==> src/rtl/mc_controller_hs.sv <==
// mc_controller_hs: multicycle RISC-V control FSM with memory handshake, wait timeout and retire counter
module mc_controller_hs #(
    parameter int CNT_W   = 32,
    parameter int TIMEOUT = 15
) (
    input  logic             clk,
    input  logic             reset,
    input  logic [6:0]       op,
    input  logic [2:0]       funct3,
    input  logic             funct7b5,
    input  logic             Zero,
    input  logic             mem_ready,
    output logic             MemReq,
    output logic             PCWrite,
    output logic             AdrSrc,
    output logic             MemWrite,
    output logic             IRWrite,
    output logic             RegWrite,
    output logic [1:0]       ResultSrc,
    output logic [1:0]       ALUSrcA,
    output logic [1:0]       ALUSrcB,
    output logic [1:0]       ImmSrc,
    output logic [2:0]       ALUControl,
    output logic [CNT_W-1:0] instret,
    output logic             mem_timeout,
    output logic             illegal_op,
    output logic [3:0]       state
);
    localparam int WW = $clog2(TIMEOUT + 1);

    typedef enum logic [3:0] {
        FETCH    = 4'd0,
        DECODE   = 4'd1,
        MEMADR   = 4'd2,
        MEMREAD  = 4'd3,
        MEMWB    = 4'd4,
        MEMWRITE = 4'd5,
        EXECR    = 4'd6,
        ALUWB    = 4'd7,
        EXECI    = 4'd8,
        JAL      = 4'd9,
        BEQ      = 4'd10,
        HALT     = 4'd11
    } state_t;

    state_t        cur, nxt;
    logic [WW-1:0] wait_cnt;
    logic [1:0]    alu_op;
    logic          mem_st, tmo, bad_op;

    assign state  = cur;
    assign mem_st = cur == FETCH || cur == MEMREAD || cur == MEMWRITE;
    // completion in the same cycle as the last allowed wait wins over the timeout
    assign tmo    = mem_st && !mem_ready && wait_cnt == WW'(TIMEOUT - 1);

    // state register, wait counter (cleared whenever a memory state is entered), retire counter, sticky faults
    always_ff @(posedge clk) begin
        if (reset) begin
            cur         <= FETCH;
            wait_cnt    <= '0;
            instret     <= '0;
            mem_timeout <= 1'b0;
            illegal_op  <= 1'b0;
        end else begin
            cur         <= nxt;
            wait_cnt    <= (mem_st && nxt == cur) ? wait_cnt + 1'b1 : '0;
            instret     <= (nxt == FETCH && cur != FETCH) ? instret + 1'b1 : instret;
            mem_timeout <= mem_timeout | tmo;
            illegal_op  <= illegal_op | bad_op;
        end
    end

    // next-state and per-state datapath controls
    always_comb begin
        nxt       = cur;
        MemReq    = 1'b0;
        PCWrite   = 1'b0;
        AdrSrc    = 1'b0;
        MemWrite  = 1'b0;
        IRWrite   = 1'b0;
        RegWrite  = 1'b0;
        ResultSrc = 2'b00;
        ALUSrcA   = 2'b00;
        ALUSrcB   = 2'b00;
        alu_op    = 2'b00;
        bad_op    = 1'b0;
        case (cur)
            FETCH: begin
                MemReq    = 1'b1;
                ALUSrcB   = 2'b10;
                ResultSrc = 2'b10;
                PCWrite   = mem_ready;
                IRWrite   = mem_ready;
                nxt       = mem_ready ? DECODE : tmo ? HALT : FETCH;
            end
            DECODE: begin
                ALUSrcA = 2'b01;
                ALUSrcB = 2'b01;
                case (op)
                    7'b0000011, 7'b0100011: nxt = MEMADR;
                    7'b0110011:             nxt = EXECR;
                    7'b0010011:             nxt = EXECI;
                    7'b1101111:             nxt = JAL;
                    7'b1100011:             nxt = BEQ;
                    default: begin
                        nxt    = HALT;
                        bad_op = 1'b1;
                    end
                endcase
            end
            MEMADR: begin
                ALUSrcA = 2'b10;
                ALUSrcB = 2'b01;
                nxt     = op == 7'b0000011 ? MEMREAD : MEMWRITE;
            end
            MEMREAD: begin
                MemReq = 1'b1;
                AdrSrc = 1'b1;
                nxt    = mem_ready ? MEMWB : tmo ? HALT : MEMREAD;
            end
            MEMWB: begin
                ResultSrc = 2'b01;
                RegWrite  = 1'b1;
                nxt       = FETCH;
            end
            MEMWRITE: begin
                MemReq   = 1'b1;
                AdrSrc   = 1'b1;
                MemWrite = mem_ready;
                nxt      = mem_ready ? FETCH : tmo ? HALT : MEMWRITE;
            end
            EXECR: begin
                ALUSrcA = 2'b10;
                alu_op  = 2'b10;
                nxt     = ALUWB;
            end
            EXECI: begin
                ALUSrcA = 2'b10;
                ALUSrcB = 2'b01;
                alu_op  = 2'b10;
                nxt     = ALUWB;
            end
            ALUWB: begin
                RegWrite = 1'b1;
                nxt      = FETCH;
            end
            JAL: begin
                ALUSrcA = 2'b01;
                ALUSrcB = 2'b10;
                PCWrite = 1'b1;
                nxt     = FETCH;
            end
            BEQ: begin
                ALUSrcA = 2'b10;
                alu_op  = 2'b01;
                PCWrite = Zero;
                nxt     = FETCH;
            end
            default: nxt = HALT;
        endcase
    end

    // ALU operation decode; only register/immediate ALU ops consult funct3
    always_comb begin
        ALUControl = 3'b000;
        if (alu_op == 2'b01)
            ALUControl = 3'b001;
        else if (alu_op == 2'b10)
            ALUControl = funct3 == 3'b000 ? {2'b00, op[5] & funct7b5} :
                         funct3 == 3'b010 ? 3'b101 :
                         funct3 == 3'b110 ? 3'b011 :
                         funct3 == 3'b111 ? 3'b010 : 3'b000;
    end

    // immediate format select, decoded from the opcode in every state
    always_comb begin
        ImmSrc = op == 7'b0100011 ? 2'b01 :
                 op == 7'b1100011 ? 2'b10 :
                 op == 7'b1101111 ? 2'b11 : 2'b00;
    end
endmodule

==> config.mk <==
export PLATFORM = sky130hd
export DESIGN_NAME = mc_controller_hs
export DESIGN_NICKNAME = d
export VERILOG_FILES = /design/src/rtl/mc_controller_hs.sv
export SDC_FILE = /design/constraint.sdc
export NUM_CORES = 1
export LEC_CHECK = 0
export CORE_MARGIN = 5
export CORE_UTILIZATION = 52
export CTS_CLUSTER_SIZE = 16
export DETAILED_ROUTE_END_ITERATION = 10
export HOLD_SLACK_MARGIN = 0.12
export PLACE_DENSITY = 0.83
export SLEW_MARGIN = 20
export SYNTH_ARGS = -nofsm -noshare
export SYNTH_HDL_FRONTEND = slang
export SYNTH_SLANG_ARGS = --single-unit
==> constraint.sdc <==
create_clock -name clk -period 6.4 [get_ports clk]
set_input_delay 1.92 -clock clk [delete_from_list [all_inputs] [get_ports clk]]
set_output_delay 1.92 -clock clk [all_outputs]
set_load 0.03 [all_outputs]
==> results.sh, run 1 <==
export IMPL_tritoncts_num_buffers=5
export IMPL_slew_violations=0
export IMPL_nets=399
export IMPL_max_stage_delay_ns=0.68
export IMPL_synth_seq_area_share=0.327
export IMPL_min_to="illegal_op"
export IMPL_syn_num_nets=346
export IMPL_routed_via_density=5.99
export IMPL_dp_hpwl_um=4590
export IMPL_initial_utilization=0.541
export IMPL_synth_area_sq_um=2570
export IMPL_coreArea_sq_um=4750
export IMPL_tritoncts="built"
export IMPL_cts_sink_count=42
export IMPL_grt_pass1_wl_um=11000
export IMPL_leakage_nw=1.07
export IMPL_syn_instance_count=328
export IMPL_fin_crit_ns=5.67
export IMPL_finalCritPeriodShare=0.887
export IMPL_worstReg2RegEnd="instret[13]"
export IMPL_antenna_left=0
export IMPL_cts_hold_buf=0
export IMPL_synthArstFlopShare=0
export IMPL_pwr_density_cell_nw_per_um2=368
export IMPL_gp_congestion=0.857
export IMPL_drive_gt1_frac=0.0393
export IMPL_r2r_start="state[1]"
export IMPL_path_cells="clkdlybuf4s50_1, a31oi_1, nor2_1, a21o_1, a22oi_1, nor2_1, clkdlybuf4s50_1"
export IMPL_worst_hold_path_num_cells=2
export IMPL_synth_edf_count=0
export IMPL_cp_required_ns=4.48
export IMPL_antenna_cells=0
export IMPL_holdWs_ns=0.470
export IMPL_clk_pin_slew_ns=0.08
export IMPL_port_buffers=69
export IMPL_dpl_cell_count=441
export IMPL_ios=70
export IMPL_area_growth_synth_to_final_pct=30.1
export IMPL_r2r_setup_slack_ns=2.80
export IMPL_antenna_found_initial=0
export IMPL_dr_pass1_iters=4
export IMPL_run_status="finished, final reports clean"
export IMPL_htreeDepth=2
export IMPL_cts_resized=0
export IMPL_crit_path_end_kind="primary output"
export IMPL_max_vdd_ir_drop_mv=0.303
export IMPL_hold_class="reg2reg"
export IMPL_dieArea_sq_um=6460
export IMPL_drt_total_wl_um=6490
export IMPL_grt_overflow=0
export IMPL_root_buffer="clkbuf_8"
export IMPL_dr_total_vias=2690
export IMPL_setup_worst_path_start_class="input port"
export IMPL_drc=0
export IMPL_synth_seq_cells=42
export IMPL_die_x_um=80.4
export IMPL_maxCapViolCount=0
export IMPL_wl_per_cell_um=14.5
export IMPL_drt_initial_drc_count=163
export IMPL_grt_pass1_vias=2442
export IMPL_globalRouteTotalUtil=0.208
export IMPL_min_delay_start="illegal_op"
export IMPL_rsz0062_at_grt="false"
export IMPL_cts_max_path_buffers=2
export IMPL_worstPathMaxFanout=8
export IMPL_fin_tns_setup_ns=0
export IMPL_die_h_um=80.4
export IMPL_slew_headroom=0.356
export IMPL_worst_pin_slew_ns=0.963
export IMPL_synthDistinctLibCells=55
export IMPL_ys_warn_count=0
export IMPL_avgSynthCellArea_sq_um=7.85
export IMPL_rows=25
export IMPL_instances_no_fill=449
export IMPL_worst_r2r_cell_count=7
export IMPL_cpMaxStageDelayCell="clkdlybuf4s50_1"
export IMPL_skew_ns=0.00860
export IMPL_synth_top_flop_cell="dfxtp_1"
export IMPL_grt_max_degree=63
export IMPL_clkLatencyLatePin_ns=0.29
export IMPL_cts_setup_buffers=0
export IMPL_power_mw=1.23
export IMPL_fmaxAchievable_mhz=176
export IMPL_setup_viol=0
export IMPL_path_class="in2out"
export IMPL_arrival_ns=3.75
export IMPL_hold_viol_final=0
## Yosys cell counts (all sizes together) (2+ instances only)
library cell,instances,area [sq um]
dfxtp,42,841
nand4,6,52.6
a21oi,38,190
inv,4,15.0
and2,4,25.0
and3,11,68.8
a31oi,3,18.8
o21ai,14,70.1
buf,12,71.3
or3,13,86.3
a22oi,2,15.0
nor2,27,101
nand2b,7,43.8
xor2,4,35.0
nand2,23,86.3
nor2b,9,56.3
a211oi,3,27.5
o31ai,20,155
clkbuf,12,45.0
mux2,2,22.5
a221oi,2,41.3
or3b,2,17.5
or4,20,150
nand3,16,80.1
ha,3,37.5
o41ai,2,17.5
nand4b,2,17.5
nor3,8,40.0
## critical path, delay by kind of cell
family          cells  cell delay (ns)
buf+inv             2             1.27
simple gates        2             0.26
compound gates      3             0.30
## cell type report
class | count | area [sq um]
clock buffer | 6 | 72.6
clock inverter | 2 | 37.5
fill | 406 | 1410
inverter | 4 | 15.0
multi-input combinational | 258 | 1600
sequential | 42 | 841
tap | 67 | 83.8
timing repair buffer | 70 | 698
## layer usage
| metal | vias to the layer above | share of wire | global-route usage | routed length, um |
|---|---|---|---|---|
| met3 | 7 | 0.050 | 0.0381 | 327 |
| met5 | - | 0 | 0 | 0 |
| li1 | 1353 | - | - | - |
| met1 | 1250 | 0.45 | 0.273 | 2940 |
| met4 | 0 | 0.0096 | 0.0591 | 62 |
| met2 | 80 | 0.49 | 0.346 | 3160 |
## worst max path at each step
stage / startpoint / to / slack (ns) / depth (start not counted)
6_report: op[5] / ALUControl[0] / 0.73 / 7
5_1_grt: op[5] / ALUControl[0] / 0.63 / 7
4_1_cts: op[5] / ALUControl[0] / 0.73 / 7
3_5_place_dp: op[5] / ALUControl[0] / 0.73 / 7
3_3_place_gp: op[5] / ALUControl[0] / 0.78 / 7
2_1_floorplan: op[3] / ImmSrc[1] / 1.55 / 2
## per-stage QoR
| stage | util | instance area (sq um) | setup slack [ns] |
|---|---|---|---|
| 2_1_floorplan | - | 2570 | 1.55 |
| 3_3_place_gp | 0.681 | 3240 | 0.775 |
| 3_5_place_dp | 0.681 | 3240 | 0.733 |
| 4_1_cts | 0.704 | 3350 | 0.734 |
| 5_1_grt | 0.704 | 3350 | 0.628 |
| 6_report | 0.704 | 3350 | 0.726 |
## sequential cells by signal (all words and copies together) (netlist names)
| name | flops |
|---|---|
| state | 4 |
| illegal_op | 1 |
| wait_cnt | 4 |
| mem_timeout | 1 |
| instret | 32 |
## power by group
part / leakage [nW] / internal [mW] / total (mW) / switching [mW]
combinational: 0.676 / 0.257 / 0.672 / 0.414
sequential: 0.339 / 0.281 / 0.354 / 0.0732
clock: 0.0514 / 0.116 / 0.205 / 0.0891
total: 1.07 / 0.655 / 1.23 / 0.576
## cells by family (layout without fill, tap and decap cells)
logic type               Yosys count  after routing  synth area share
adder cells (fa/ha/maj)            3              3            0.0146
XOR/XNOR                           5              5            0.0170
AND/OR/NAND/NOR                  155            155             0.344
AO/OA/AOI/OAI                     92             92             0.234
buffers and inverters             28             82            0.0510
multiplexers                       3              3            0.0126
flip-flops                        42             42             0.327
## layout by cell type, fill, tap and decap left out, types with 9 or more instances in the layout
| master | synthesis | final |
|---|---|---|
| o31ai_1 | 19 | 19 |
| or4_1 | 20 | 20 |
| nor2_1 | 27 | 27 |
| and3_1 | 11 | 11 |
| nand2_1 | 23 | 23 |
| dfxtp_1 | 42 | 42 |
| a21oi_1 | 38 | 38 |
| clkdlybuf4s50_1 | 0 | 69 |
| nor2b_1 | 9 | 9 |
| nand3_1 | 16 | 16 |
| o21ai_1 | 9 | 9 |
| or3_1 | 12 | 12 |
No activity file was read; power rests on OpenSTA's default activity.
==> inputs of run 2 (changes only) <==
ABC_CLOCK_PERIOD_IN_PS = 6400   (was not set)
REMOVE_ABC_BUFFERS = 1   (was not set)
==> run 2 against run 1 <==
Net effect:
- setup slack got worse by 0.038 ns
- count of clock-buffer cells in the layout decreased by 1
- non-clock buffer count increased by 1
- via count decreased by 0.37%
- global-route usage increased by 0.71 points
- die area unchanged
- critical endpoint unchanged
- largest cell class unchanged
- largest power group unchanged
==> results.sh, run 2 (synthesized netlist as in run 1, its figures left out) <==
export IMPL_run_status="finished, final reports clean"
export IMPL_worstReg2RegEnd="instret[27]"
export IMPL_layout_common_cells="clkdlybuf4s50_1 (69), dfxtp_1 (42), a21oi_1 (38), nor2_1 (27), nand2_1 (23)"
export IMPL_num_fill_cells=409
export IMPL_rsz0062_at_grt="false"
export IMPL_worst_pin_slew_ns=0.975
export IMPL_globalRouteTotalUtil=0.215
export IMPL_cts_setup_buffers=0
export IMPL_slew_violations=0
export IMPL_area_growth_synth_to_final_pct=30.5
export IMPL_largest_register_ffs=32
export IMPL_max_vdd_ir_drop_mv=0.279
export IMPL_grt_pass1_wl_um=11300
export IMPL_mostFrequentLayoutCell="clkdlybuf4s50_1"
export IMPL_antenna_found_initial=0
export IMPL_dr_pass1_iters=4
export IMPL_slew_headroom=0.344
export IMPL_clk_pin_slew_ns=0.08
export IMPL_nets=400
export IMPL_cts_max_path_buffers=2
export IMPL_swShare=0.476
export IMPL_r2r_setup_slack_ns=2.76
export IMPL_dieArea_sq_um=6460
export IMPL_antenna_left=0
export IMPL_fin_tns_setup_ns=0
export IMPL_drt_total_wl_um=6830
export IMPL_skew_ns=0.00779
export IMPL_grt_overflow=0
export IMPL_tritoncts="built"
export IMPL_hold_viol_final=0
export IMPL_gp_congestion=0.803
export IMPL_path_delay_family="buffers and inverters"
export IMPL_max_stage_delay_ns=0.68
export IMPL_cp_num_buf_inv=2
export IMPL_grt_max_degree=63
export IMPL_cp_endpoint="ALUControl[0]"
export IMPL_drc=0
export IMPL_setup_viol=0
export IMPL_worst_r2r_cell_count=7
export IMPL_cp_required_ns=4.48
export IMPL_maxCapViolCount=0
export IMPL_rows=25
export IMPL_regMostFlops="instret"
export IMPL_netSwitchingPower_mw=0.596
export IMPL_die_x_um=80.4
export IMPL_ios=70
export IMPL_pwr_density_cell_nw_per_um2=373
export IMPL_arrival_ns=3.79
export IMPL_cellInternalPower_mw=0.655
export IMPL_clkPwrFrac=0.172
export IMPL_clkLatencyLatePin_ns=0.30
export IMPL_coreArea_sq_um=4750
export IMPL_routed_via_density=5.96
export IMPL_hold_class="reg2reg"
export IMPL_cts_sink_count=42
export IMPL_setup_worst_path_start_class="input port"
export IMPL_antenna_cells=0
export IMPL_cts_resized=0
export IMPL_seqPwrFrac=0.286
export IMPL_drive_gt1_frac=0.0444
export IMPL_tritoncts_num_buffers=5
export IMPL_power_mw=1.25
export IMPL_r2r_start="state[1]"
export IMPL_path_cells="clkdlybuf4s50_1, a31oi_1, nor2_1, a21o_1, a22oi_1, nor2_1, clkdlybuf4s50_1"
export IMPL_htreeDepth=2
export IMPL_dp_hpwl_um=4710
export IMPL_dr_total_vias=2680
export IMPL_cts_hold_buf=0
export IMPL_p_comb_frac=0.542
export IMPL_cpMaxStageDelayCell="clkdlybuf4s50_1"
export IMPL_path_class="in2out"
export IMPL_fmaxAchievable_mhz=175
export IMPL_port_buffers=69
export IMPL_die_h_um=80.4
export IMPL_wl_per_cell_um=15.2
export IMPL_worstPathMaxFanout=8
export IMPL_grt_pass1_vias=2413
export IMPL_root_buffer="clkbuf_8"
export IMPL_leakage_nw=1.08
export IMPL_initial_utilization=0.541
export IMPL_cp_depth=7
export IMPL_drt_initial_drc_count=213
export IMPL_finalCritPeriodShare=0.893
export IMPL_crit_start="op[5]"
export IMPL_crit_path_end_kind="primary output"
export IMPL_fin_crit_ns=5.71
## run 2: cell count changes in the layout (fill, tap and decap cells not counted), sizes merged
cell      delta
clkbuf       -1
buf          +1
clkinv       +1
clkinvlp     -1
inv          +1
## run 2: area by class of cell
type,instances,area (sq um),share of cell area
multi-input combinational,258,1600,0.477
clock buffer,5,68.8,0.0205
clock inverter,3,43.8,0.0130
sequential,42,841,0.250
timing repair buffer,71,706,0.210
inverter,4,15.0,0.00447
tap,67,83.8,0.0250
## run 2: worst min-delay path by stage
stage	to	startpoint	cells past startpoint	slack, ns
after global placement	wait_cnt[0]	wait_cnt[0]	1	0.44
after CTS	mem_timeout	mem_timeout	2	0.48
after floorplan	wait_cnt[0]	wait_cnt[0]	1	0.43
after detailed placement	wait_cnt[0]	wait_cnt[0]	1	0.46
after global routing	mem_timeout	mem_timeout	2	0.50
final	wait_cnt[0]	wait_cnt[0]	1	0.48
## run 2: power by group through the flow
| stage | logic, mW | registers [mW] | clock network, mW |
|---|---|---|---|
| final | 0.679 | 0.358 | 0.215 |
| after global routing | 0.730 | 0.367 | 0.230 |
| after CTS | 0.680 | 0.356 | 0.217 |
| after detailed placement | 0.677 | 0.362 | 0 |
| after global placement | 0.674 | 0.358 | 0 |
| after floorplan | 0.425 | 0.374 | 0 |
## run 2: routing by layer
layer  wire length [um]  track usage
met5                  0            0
met4                 80       0.0625
met3                370       0.0381
met2               3300        0.353
met1               3080        0.287
## run 2: through the flow
stage	util	instances	instance area (sq um)	setup slack [ns]	hold slack, ns
floorplan	-	304	2460	1.55	0.430
global placement	0.683	442	3250	0.772	0.442
detailed placement	0.683	442	3250	0.695	0.460
CTS	0.707	450	3360	0.692	0.483
global route	0.707	450	3360	0.634	0.504
finish	0.707	450	3360	0.688	0.476
